$ cat src/rtl/serial_add_pkg.sv
// Shared constants for the bit-serial adder sequencer.
package serial_add_pkg;

  localparam logic [1:0] ST_IDLE = 2'd0;
  localparam logic [1:0] ST_RUN  = 2'd1;
  localparam logic [1:0] ST_DONE = 2'd2;

  localparam int DEFAULT_WIDTH = 8;

endpackage

$ cat src/rtl/serial_add_ctrl.sv
// Bit-serial adder sequencer: feeds an external 1-bit full adder LSB first,
// one bit per clock, and reports the registered WIDTH-bit result with done.
module serial_add_ctrl
  import serial_add_pkg::*;
#(
  parameter int WIDTH = DEFAULT_WIDTH
) (
  input  logic             clk,
  input  logic             rst,
  input  logic             start,
  input  logic [WIDTH-1:0] a,
  input  logic [WIDTH-1:0] b,
  input  logic             cin,
  output logic             busy,
  output logic             done,
  output logic [WIDTH-1:0] sum,
  output logic             cout,
  output logic             ovf,
  output logic             fa_a,
  output logic             fa_b,
  output logic             fa_cin,
  input  logic             fa_sum,
  input  logic             fa_cout
);

  localparam int CNT_W = $clog2(WIDTH);
  localparam logic [CNT_W-1:0] CNT_LAST = CNT_W'(WIDTH - 1);

  logic [1:0]       state;
  logic [WIDTH-1:0] a_sr;
  logic [WIDTH-1:0] b_sr;
  logic [WIDTH-1:0] res_sr;
  logic [CNT_W-1:0] cnt;
  logic             carry;

  assign fa_a   = a_sr[0];
  assign fa_b   = b_sr[0];
  assign fa_cin = carry;

  assign busy = (state == ST_RUN) || (state == ST_DONE);
  assign done = (state == ST_DONE);

  always_ff @(posedge clk or posedge rst) begin
    if (rst) begin
      state  <= ST_IDLE;
      a_sr   <= '0;
      b_sr   <= '0;
      res_sr <= '0;
      cnt    <= '0;
      carry  <= 1'b0;
      sum    <= '0;
      cout   <= 1'b0;
      ovf    <= 1'b0;
    end else begin
      case (state)
        ST_IDLE: begin
          if (start) begin
            a_sr  <= a;
            b_sr  <= b;
            carry <= cin;
            cnt   <= '0;
            state <= ST_RUN;
          end
        end
        ST_RUN: begin
          res_sr <= {fa_sum, res_sr[WIDTH-1:1]};
          carry  <= fa_cout;
          a_sr   <= {1'b0, a_sr[WIDTH-1:1]};
          b_sr   <= {1'b0, b_sr[WIDTH-1:1]};
          if (cnt == CNT_LAST) begin
            // On the MSB cycle 'carry' is the carry into the MSB, so the
            // overflow term is formed here directly instead of being stored.
            sum   <= {fa_sum, res_sr[WIDTH-1:1]};
            cout  <= fa_cout;
            ovf   <= carry ^ fa_cout;
            state <= ST_DONE;
          end else begin
            cnt <= cnt + 1'b1;
          end
        end
        ST_DONE: state <= ST_IDLE;
        default: state <= ST_IDLE;
      endcase
    end
  end

endmodule

$ cat config.mk
export PLATFORM = sky130hd
export DESIGN_NAME = serial_add_ctrl
export DESIGN_NICKNAME = d
export VERILOG_FILES = /design/src/rtl/serial_add_pkg.sv /design/src/rtl/serial_add_ctrl.sv
export SDC_FILE = /design/constraint.sdc
export NUM_CORES = 1
export LEC_CHECK = 0
export CAP_MARGIN = 15
export CORE_MARGIN = 8
export CORE_UTILIZATION = 45
export DETAILED_ROUTE_END_ITERATION = 8
export DONT_BUFFER_PORTS = 1
export HOLD_SLACK_MARGIN = 0.15
export PLACE_DENSITY_LB_ADDON = 0.05
export SYNTH_ARGS = -nofsm -noshare
export SYNTH_HDL_FRONTEND = slang
export SYNTH_SLANG_ARGS = --single-unit
$ cat constraint.sdc
create_clock -name clk -period 2.4 [get_ports clk]
set_clock_uncertainty 0.2 [all_clocks]
set_input_delay 0.36 -clock clk [delete_from_list [all_inputs] [get_ports clk]]
set_output_delay 0.36 -clock clk [all_outputs]
set_load 0.005 [all_outputs]
==> run summary <==
================================================================================
Number of H-tree levels ...........................................            2
Status ............................................................ finished, final reports clean
Highest Clock Rate ................................................    475.0 MHz
Global route hottest layer ........................................         met2
Clk slew on worst S/H paths .......................................      0.07 ns
Vias in the first global route ....................................         1190
Buffer levels on the longest clock path ...........................            2
Wire length after detailed routing ................................     3.126 mm
Placeable core region .............................................     3885 µm²
RePlAce Congestion ................................................       0.6916
Number of setup buffers added after CTS ...........................            0
Cell chosen for the clock root .................................... sky130_fd_sc_hd__clkbuf_8
Remaining antenna violation count .................................            0
Share of synthesized area occupied by flip-flops and latches ......       0.5497
Critical path required time .......................................      2.37 ns
Worst-Margin Slew .................................................    0.6716 ns
Fraction of layout cells with a size suffix above 1 ...............       0.1905
DRC violation count after routing .................................            0
Number of fillers in the final layout .............................          340
Worst path setup slack after routing ..............................    0.2949 ns
Y dimension of the die ............................................     78.81 µm
Global-route wire length before repair ............................     5.499 mm
Share of the cycle needed by the critical path after routing ......       0.8771
Maximum fanout encountered on the critical timing path ............           11
Number of hold violations in the final report .....................            0
FF+latch count, synth .............................................           39
Antenna Diode Count ...............................................            0
Hold WS ...........................................................    0.2864 ns
Top post-synthesis cells by area .................................. sky130_fd_sc_hd__dfrtp_1 (55%), sky130_fd_sc_hd__mux2_2 (11%), sky130_fd_sc_hd__mux2i_1 (9.6%), sky130_fd_sc_hd__ha_1 (4.9%), sky130_fd_sc_hd__nand2_1 (4.4%)
Detailed-router iteration count before antenna repair .............            3
Seq. cell area ....................................................    975.9 µm²
Type of element capturing the critical path .......................    flip-flop
Cell variety after synth ..........................................           21
Clk sink count ....................................................           39
Area occupied by multi-input gates ................................    725.7 µm²
Nets in the synthesized netlist ...................................          174
Area post-placement ...............................................     1829 µm²
Die X .............................................................     78.81 µm
Sum of negative setup slack .......................................         0 ns
Final global-route overflow total .................................            0
Finished Cell Area ................................................     2136 µm²
Net count, final ..................................................          197
Largest area contributor in the netlist ........................... sky130_fd_sc_hd__dfrtp_1
Number of max-slew violations in the final report .................            0
Layout overhead on the synthesized area ...........................       20.30%
CTS Buf Count .....................................................            5
Total die area ....................................................     6211 µm²
Max-cap check violation count .....................................            0
Worst Setup Start Kind ............................................    flip-flop
Met2 Use GR .......................................................       0.1773
Clock latency on the worst-skew pair ..............................      0.28 ns
Peak ir drop on the vdd network ...................................    0.4524 mV
Slew margin rel. ..................................................       0.5517
RSZ-0062 raised after global routing ..............................           no
Gate count after technology mapping ...............................          145
Post-synthesis area per instance ..................................    12.24 µm²
Vias ..............................................................         1089
Cell area power density ...........................................  1234 nW/µm²
I/O pins ..........................................................           37
Drt initial violations ............................................           37
GR Util met3 ......................................................      0.04289
Number of antenna violations at the first check in global routing .            0
Combined global-route utilization of all metal layers .............       0.1115
Placed cell count .................................................          191
Data arrival time at the worst-slack endpoint .....................      2.07 ns
Starting Density ..................................................       0.4570
Post-DP HPWL ......................................................     2.260 mm
Port Buf Inserts ..................................................            0
Synthesis Warnings ................................................            0
Hold Path Class ...................................................      reg2reg
Filler-free cell count of the finished design .....................          218
Routed via count divided by cell count ............................        4.995
Area share of the largest cell type after synthesis ...............       0.5497
Clock tree from TritonCTS .........................................        built
Total number of placement rows ....................................           23
Final period demand of the worst path .............................     2.105 ns
Static power due to leakage ....................................... 0.0009994 µW
Crit Path Category ................................................      reg2reg
Met1 usage in global routing ......................................       0.1268
Post-detailed-route wirelength per cell ...........................     14.34 µm
Largest net degree at the start of global routing .................           35
Placement Setup Slack .............................................    0.2742 ns
Final setup violation count .......................................            0
Netlist area before placement .....................................     1775 µm²
================================================================================
[final timing paths]
path                       slack, ns  cells after the start  endpoint  startpoint
min in group asynchronous       0.41                      2    sum[6]         rst
hold / removal                  0.29                      2   a_sr[2]     a_sr[2]
hold reg to reg                 0.29                      2   a_sr[2]     a_sr[2]
max in group asynchronous       1.04                      3   a_sr[1]         rst
setup reg to reg                0.29                      4    sum[3]    state[1]
setup / recovery                0.29                      4    sum[3]    state[1]
[placed cells by master (no fill, tap or decap)]
cell type and instances:
sky130_fd_sc_hd__mux2i_2 1, sky130_fd_sc_hd__nor2b_1 1, sky130_fd_sc_hd__ha_1 7, sky130_fd_sc_hd__and2b_1 1, sky130_fd_sc_hd__inv_1 6, sky130_fd_sc_hd__dfrtp_1 39
sky130_fd_sc_hd__o21ai_0 7, sky130_fd_sc_hd__nor2_2 1, sky130_fd_sc_hd__mux2_2 17, sky130_fd_sc_hd__o21a_1 1, sky130_fd_sc_hd__buf_4 3, sky130_fd_sc_hd__mux2i_1 17
sky130_fd_sc_hd__xnor2_1 1, sky130_fd_sc_hd__o21ai_1 12, sky130_fd_sc_hd__nand2_1 21, sky130_fd_sc_hd__clkbuf_8 5, sky130_fd_sc_hd__bufinv_16 1, sky130_fd_sc_hd__a21oi_1 1
sky130_fd_sc_hd__a211oi_4 1, sky130_fd_sc_hd__clkinvlp_4 1, sky130_fd_sc_hd__nand2b_1 2, sky130_fd_sc_hd__dlygate4sd3_1 20, sky130_fd_sc_hd__buf_12 1, sky130_fd_sc_hd__mux2_4 1
[worst max-delay path, cell delays in order, from the launching register on]
cell and delay [ns]:
sky130_fd_sc_hd__dfrtp_1 0.38, sky130_fd_sc_hd__inv_1 0.13, sky130_fd_sc_hd__ha_1 0.48, sky130_fd_sc_hd__nand2_1 0.41, sky130_fd_sc_hd__mux2_2 0.39
[repair_timing]
action,4_1_cts,5_1_grt
endpoints found under the hold margin,37,0
gates resized for setup,0,0
hold buffers,20,0
[per-stage QoR]
step,utilization,total power (µW)
after global routing,0.5498,2851
after global placement,0.4709,2081
final,0.5498,2636
after detailed placement,0.4709,2125
after CTS,0.5498,2684
after floorplan,-,1948
[sequential cells by signal (all words and copies together) (netlist names)]
register	flops
cnt	3
res_sr	7
a_sr	8
ovf	1
sum	8
state	2
b_sr	8
cout	1
fa_cin	1
[cell type report]
cell class                      count  area share
Timing Repair Buffer               24      0.1136
Sequential cell                    39      0.4569
Multi-Input combinational cell     92      0.3398
Clock inverter                      2     0.01757
Tap cell                           50     0.02929
Clock buffer                        5     0.03222
Inverter                            6     0.01054
[logic make-up (layout without fill, tap and decap cells)]
family,count (synthesis),count (layout),share of synthesized area
DFF,39,39,0.5497
muxes,36,36,0.2199
and+or+nand+nor,26,26,0.06273
AOI/OAI and AO/OA,22,22,0.07188
buffers and inverters,14,37,0.04157
adders and majority gates,7,7,0.04933
xor gates and xnor gates,1,1,0.004934
[synthesized netlist by cell type]
library cell               instances
sky130_fd_sc_hd__mux2i_2           1
sky130_fd_sc_hd__buf_2             5
sky130_fd_sc_hd__nor2_2            1
sky130_fd_sc_hd__and2b_1           1
sky130_fd_sc_hd__a211oi_4          1
sky130_fd_sc_hd__buf_4             2
sky130_fd_sc_hd__nand2b_1          2
sky130_fd_sc_hd__nand2_1          21
sky130_fd_sc_hd__inv_1             6
sky130_fd_sc_hd__dfrtp_1          39
sky130_fd_sc_hd__buf_6             1
sky130_fd_sc_hd__o21a_1            1
sky130_fd_sc_hd__xnor2_1           1
sky130_fd_sc_hd__mux2_4            1
sky130_fd_sc_hd__o21ai_1          12
sky130_fd_sc_hd__mux2i_1          17
sky130_fd_sc_hd__a21oi_1           1
sky130_fd_sc_hd__nor2b_1           1
sky130_fd_sc_hd__o21ai_0           7
sky130_fd_sc_hd__mux2_2           17
sky130_fd_sc_hd__ha_1              7
[report_power, final]
group / internal, µW / total (µW) / switching, µW
Sequential: 961 / 1160 / 198
Clock: 304 / 518 / 215
Combinational: 496 / 958 / 462
Total: 1760 / 2640 / 875
[metal layers]
metal  vias to the layer above  part of all wire  routed length, µm
met5                         -                 0                  0
met2                        25              0.48               1507
met3                         7             0.059                185
met4                         0             0.023                 73
li1                        534                 -                  -
met1                       523              0.44               1360
(Power assumes the default switching activity.)
